[src/rtl/riscv_pkg.sv]
// Shared RV32I encoding constants: immediate-format codes (same values as the core's
// ImmSrc decode), base opcodes, and the loader state type.
package riscv_pkg;

    localparam logic [1:0] FMT_I = 2'b00;
    localparam logic [1:0] FMT_S = 2'b01;
    localparam logic [1:0] FMT_B = 2'b10;
    localparam logic [1:0] FMT_R = 2'b11;

    localparam logic [6:0] OP_LOAD   = 7'b0000011;
    localparam logic [6:0] OP_IMM    = 7'b0010011;
    localparam logic [6:0] OP_AUIPC  = 7'b0010111;
    localparam logic [6:0] OP_STORE  = 7'b0100011;
    localparam logic [6:0] OP_REG    = 7'b0110011;
    localparam logic [6:0] OP_LUI    = 7'b0110111;
    localparam logic [6:0] OP_BRANCH = 7'b1100011;
    localparam logic [6:0] OP_JALR   = 7'b1100111;
    localparam logic [6:0] OP_JAL    = 7'b1101111;

    typedef enum logic {
        ENC_LOAD = 1'b0,
        ENC_FULL = 1'b1
    } enc_state_t;

    // True when bits [31:top] of imm are all copies of the sign bit, i.e. imm is
    // representable as a (top+1)-bit two's-complement value.
    function automatic logic imm_fits(input logic [31:0] imm, input int unsigned top);
        logic ok;
        ok = 1'b1;
        for (int unsigned i = top; i < 32; i++) begin
            if (imm[i] != imm[31]) begin
                ok = 1'b0;
            end
        end
        return ok;
    endfunction

endpackage

[src/rtl/instr_pack.sv]
// Combinational packer: assembles one RV32I word from decoded fields and flags
// immediates that the chosen format cannot represent.
module instr_pack
    import riscv_pkg::*;
(
    input  logic [1:0]  fmt,
    input  logic [6:0]  opcode,
    input  logic [2:0]  funct3,
    input  logic [6:0]  funct7,
    input  logic [4:0]  rd,
    input  logic [4:0]  rs1,
    input  logic [4:0]  rs2,
    input  logic [31:0] imm,
    output logic [31:0] word,
    output logic        imm_ok
);

    always_comb begin
        word   = 32'h0;
        imm_ok = 1'b1;
        case (fmt)
            FMT_I: begin
                word   = {imm[11:0], rs1, funct3, rd, opcode};
                imm_ok = imm_fits(imm, 11);
            end
            FMT_S: begin
                word   = {imm[11:5], rs2, rs1, funct3, imm[4:0], opcode};
                imm_ok = imm_fits(imm, 11);
            end
            FMT_B: begin
                // Branch offsets are halfword-aligned, so imm[0] is not encoded.
                word   = {imm[12], imm[10:5], rs2, rs1, funct3, imm[4:1], imm[11], opcode};
                imm_ok = imm_fits(imm, 12) & ~imm[0];
            end
            default: begin
                word   = {funct7, rs2, rs1, funct3, rd, opcode};
                imm_ok = 1'b1;
            end
        endcase
    end

endmodule

[src/rtl/instr_encoder.sv]
// Instruction loader: accepts field bundles, encodes them and writes consecutive
// words into instruction memory starting at BASE_ADDR until DEPTH words are stored.
module instr_encoder
    import riscv_pkg::*;
#(
    parameter int          DEPTH     = 256,
    parameter logic [31:0] BASE_ADDR = 32'h0000_0000
) (
    input  logic                       clk,
    input  logic                       rst,
    input  logic                       clear,
    input  logic                       in_valid,
    output logic                       in_ready,
    input  logic [1:0]                 fmt,
    input  logic [6:0]                 opcode,
    input  logic [2:0]                 funct3,
    input  logic [6:0]                 funct7,
    input  logic [4:0]                 rd,
    input  logic [4:0]                 rs1,
    input  logic [4:0]                 rs2,
    input  logic [31:0]                imm,
    output logic                       mem_we,
    output logic [31:0]                mem_addr,
    output logic [31:0]                mem_wdata,
    output logic [$clog2(DEPTH):0]     count,
    output logic                       full,
    output logic                       err
);

    localparam int CW = $clog2(DEPTH) + 1;

    enc_state_t     state_q, state_d;
    logic [CW-1:0]  count_q, count_d;
    logic [31:0]    addr_q, addr_d;
    logic           err_q, err_d;
    logic           we_q, we_d;
    logic [31:0]    mem_addr_q, mem_addr_d;
    logic [31:0]    wdata_q, wdata_d;

    logic [31:0]    pack_word;
    logic           pack_ok;
    logic           accept;

    instr_pack u_pack (
        .fmt    (fmt),
        .opcode (opcode),
        .funct3 (funct3),
        .funct7 (funct7),
        .rd     (rd),
        .rs1    (rs1),
        .rs2    (rs2),
        .imm    (imm),
        .word   (pack_word),
        .imm_ok (pack_ok)
    );

    // Handshake: a bundle transfers on any cycle where in_valid and in_ready are both
    // high; in_ready depends only on registered state, never on in_valid.
    assign accept = in_valid & (state_q == ENC_LOAD);

    always_comb begin
        state_d    = state_q;
        count_d    = count_q;
        addr_d     = addr_q;
        err_d      = err_q;
        we_d       = 1'b0;
        mem_addr_d = mem_addr_q;
        wdata_d    = wdata_q;
        if (clear) begin
            state_d    = ENC_LOAD;
            count_d    = '0;
            addr_d     = BASE_ADDR;
            err_d      = 1'b0;
            mem_addr_d = BASE_ADDR;
            wdata_d    = 32'h0;
        end else if (accept) begin
            if (pack_ok) begin
                we_d       = 1'b1;
                mem_addr_d = addr_q;
                wdata_d    = pack_word;
                addr_d     = addr_q + 32'd4;
                count_d    = count_q + 1'b1;
                if (count_q == CW'(DEPTH - 1)) begin
                    state_d = ENC_FULL;
                end
            end else begin
                // Rejected bundle is still consumed; only the sticky flag records it.
                err_d = 1'b1;
            end
        end
    end

    always_ff @(posedge clk) begin
        if (rst) begin
            state_q    <= ENC_LOAD;
            count_q    <= '0;
            addr_q     <= BASE_ADDR;
            err_q      <= 1'b0;
            we_q       <= 1'b0;
            mem_addr_q <= BASE_ADDR;
            wdata_q    <= 32'h0;
        end else begin
            state_q    <= state_d;
            count_q    <= count_d;
            addr_q     <= addr_d;
            err_q      <= err_d;
            we_q       <= we_d;
            mem_addr_q <= mem_addr_d;
            wdata_q    <= wdata_d;
        end
    end

    assign in_ready  = (state_q == ENC_LOAD);
    assign full      = (state_q == ENC_FULL);
    assign count     = count_q;
    assign err       = err_q;
    assign mem_we    = we_q;
    assign mem_addr  = mem_addr_q;
    assign mem_wdata = wdata_q;

endmodule
[config.mk]
export PLATFORM = sky130hd
export DESIGN_NAME = instr_encoder
export DESIGN_NICKNAME = d
export VERILOG_FILES = /design/src/rtl/riscv_pkg.sv /design/src/rtl/instr_pack.sv /design/src/rtl/instr_encoder.sv
export SDC_FILE = /design/constraint.sdc
export NUM_CORES = 1
export LEC_CHECK = 0
export BUFFER_PORTS_ARGS = -buffer_cell sky130_fd_sc_hd__buf_2
export CAP_MARGIN = 20
export CORE_UTILIZATION = 43
export DETAILED_ROUTE_END_ITERATION = 10
export GPL_TIMING_DRIVEN = 0
export HOLD_SLACK_MARGIN = 0.08
export PLACE_DENSITY = 0.7
export SLEW_MARGIN = 20
export SYNTH_ARGS = -nofsm -noshare
export SYNTH_HDL_FRONTEND = slang
export SYNTH_SLANG_ARGS = --single-unit
[constraint.sdc]
create_clock -name clk -period 5.1 [get_ports clk]
set_clock_uncertainty 0.1 [all_clocks]
set_input_delay 0.765 -clock clk [delete_from_list [all_inputs] [get_ports clk]]
set_output_delay 0.765 -clock clk [all_outputs]
set_load 0.02 [all_outputs]
==> impl_metrics.yaml <==
setup_path:
  r2r-start: "addr_q[5]"
  slowest_delay_ns: 0.72
  r2r_slack_ns: 2.18
  crit_slowest_cell: "nor4_1"
  critPathRequiredTime_ns: 5.28
  crit_type: "register to register"
  crit_path_max_fanout: 9
  crit_path_end_kind: "register"
  path_buf_inv: 0
  start_kind: "register"
  critPathTopFamily: "simple AND/OR/NAND/NOR gates"
  worst_ep_arrival_time_ns: 3.10
  reg2regPathDepth: 5
  path_cells: "nand4_1 > nor4_1 > nand2_1 > a2111oi_0 > mux2i_1"
  r2r_end: "addr_q[27]"
  cp-startpoint: "addr_q[5]"
final_layout:
  layout_common_cells: "buf_2 (148), o211ai_1 (105), dfxtp_1 (104), nand2_1 (63), clkbuf_1 (62)"
  instances_no_fill: 964
  antenna_cells: 0
  num-nets-final: 864
  final_common_cell: "buf_2"
  syn2layout_area_growth_pct: 22.9
  drive_gt1_frac: 0.235
  final_area_mm2: 0.00674
  utilization: 0.552
timing:
  setup_ws_ns: 2.18
  maxSlewHeadroom: 0.472
  fmax_mhz: 343
  fin_crit_ns: 2.92
  period_share: 0.572
  tightestPinTransition_ns: 0.787
  rsz0062_at_grt: "false"
  hold_viol: 0
  finalSetupViolCount: 0
  slew_violations: 0
  final.setup.tns_ns: 0
floorplan:
  core-area_mm2: 0.0122
  die_area_mm2: 0.0132
  chipWidth_um: 115
  io_pins: 147
  start_util: 0.449
  die_y_um: 115
  row_count: 40
global_routing:
  grt_start_max_net_pins: 18
  grtUsageTotal: 0.261
  grt_pass1_wl_um: 27100
  grt_pass1_vias: 5441
  antenna_found_initial: 0
  grt_overflow_total: 0
clock_network:
  cts_buffer_depth: 2
  ctsResizeCount: 0
  cts_buffers: 9
  clkTransAtPathRegs_ns: 0.08
  clock_sinks: 104
  htreeDepth: 3
  cts-root-buf: "clkbuf_16"
  post_cts_buffers: 0
  cts_tree: "built"
  clk_latency_ns: 0.36
  cts_hold_buffers: 0
routing:
  vias_per_cell: 5.97
  ant_nets: 0
  via_count: 5759
  wl_per_cell_um: 18.2
  dr.pass1.iters: 5
  routed_wl_um: 17500
  drt_iter0_drc: 397
  post-route-drc-count: 0
yosys:
  synth_area_mm2: 0.00548
  ys_ff_latch: 104
  async_reset_ff_frac: 0
  ys_seq_area_frac: 0.380
  avgSynthCellArea_um2: 8.62
  ys_warn_count: 0
  dominantRegCellSynth: "dfxtp_1"
  syn_inst: 636
  synth-edff-count: 0
  synth_cell_type_count: 41
run:
  drv_cap: 0
placed_design:
  io_buffers: 142
  placed_area_mm2: 0.00641
  dp.cells: 948
  hpwlAfterDp_um: 12800
  pre_cts_ws_ns: 1.95
  routabilityCongestion: 0.938
outcome:
  outcome: "finished clean"
hold_path:
  min_from: "mem_wdata[27]"
  min_path_cells: 2
  hold_end: "mem_wdata[27]"
  hp-class: "register to register"
power_and_ir_drop:
  peakVddDrop_mv: 0.137
  power.density_mw_per_mm2: 259
  p_leak_uw: 0.00241
==> report_power, final <==
part / leakage, uW / internal (uW) / switching [uW] / total, uW
combinational: 0.00143 / 58.3 / 109 / 167
sequential: 0.000839 / 817 / 3.27 / 820
clock: 0.000149 / 433 / 323 / 757
total: 0.00241 / 1310 / 435 / 1740
==> cell families after synthesis <==
group           after synthesis  synth area share
fa+ha+maj                     3           0.00685
xor+xnor                      2           0.00320
flops                       104             0.380
simple gates                156             0.145
compound gates              230             0.310
buf+inv                      94            0.0685
mux                          46            0.0860
other cells                   1          0.000684
==> worst register-to-register path: stages, from the launching register on <==
cell and delay [ns]:
dfxtp_1 0.46, nand4_1 0.24, nor4_1 0.72, nand2_1 0.41
a2111oi_0 0.65, mux2i_1 0.26
==> cell type report <==
class                      count  area, um2
multi-input combinational    439       3030
timing repair buffer         143        718
inverter                      21       78.8
fill                        1145       5480
tap                          168        210
sequential                   104       2080
clock inverter                 6       92.6
clock buffer                  10        229
buffer                        73        297
==> state kept, by name, summed over array words and instances, names as in the netlist <==
register / cells
addr_q: 30
count: 9
err: 1
full: 1
mem_addr: 30
mem_wdata: 32
mem_we: 1
==> stage by stage <==
step                total power (uW)  hold WS [ns]
floorplan                        934         0.344
global placement                 998         0.339
detailed placement              1000         0.345
CTS                             1740         0.355
global route                    1800         0.374
finish                          1740         0.351
==> per-layer routing <==
| layer | global-route usage | share of wire |
|---|---|---|
| met1 | 0.339 | 0.45 |
| met2 | 0.439 | 0.47 |
| met3 | 0.0406 | 0.059 |
| met4 | 0.0935 | 0.019 |
| met5 | 0 | 0 |
==> synth_stat cells (all sizes together) (3+ instances only) <==
master   count  area (um2)
inv         21        78.8
o2111a       6        67.6
o2111ai      4        35.0
or3         32         200
ha           3        37.5
clkbuf      61         229
a2111oi     13         170
nand3       15        75.1
nor3         5        25.0
and2         3        18.8
nor4         6        52.6
o21ai        3        15.0
buf         12        67.6
o211ai     105         788
a211oi      38         285
dfxtp      104        2080
mux2         9         101
and3         5        31.3
nand4       14        87.6
a21oi       54         270
mux2i       37         370
nor2         8        30.0
nand2       63         236
==> worst max path at each step <==
stage | slack [ns] | depth (start not counted) | end
after global placement | 2.01 | 8 | mem_wdata[23]
after global routing | 2.04 | 5 | addr_q[28]
after floorplan | 2.40 | 6 | addr_q[29]
after CTS | 2.31 | 5 | addr_q[27]
final | 2.18 | 5 | addr_q[27]
after detailed placement | 1.95 | 8 | mem_wdata[23]
(Power assumes the default switching activity.)
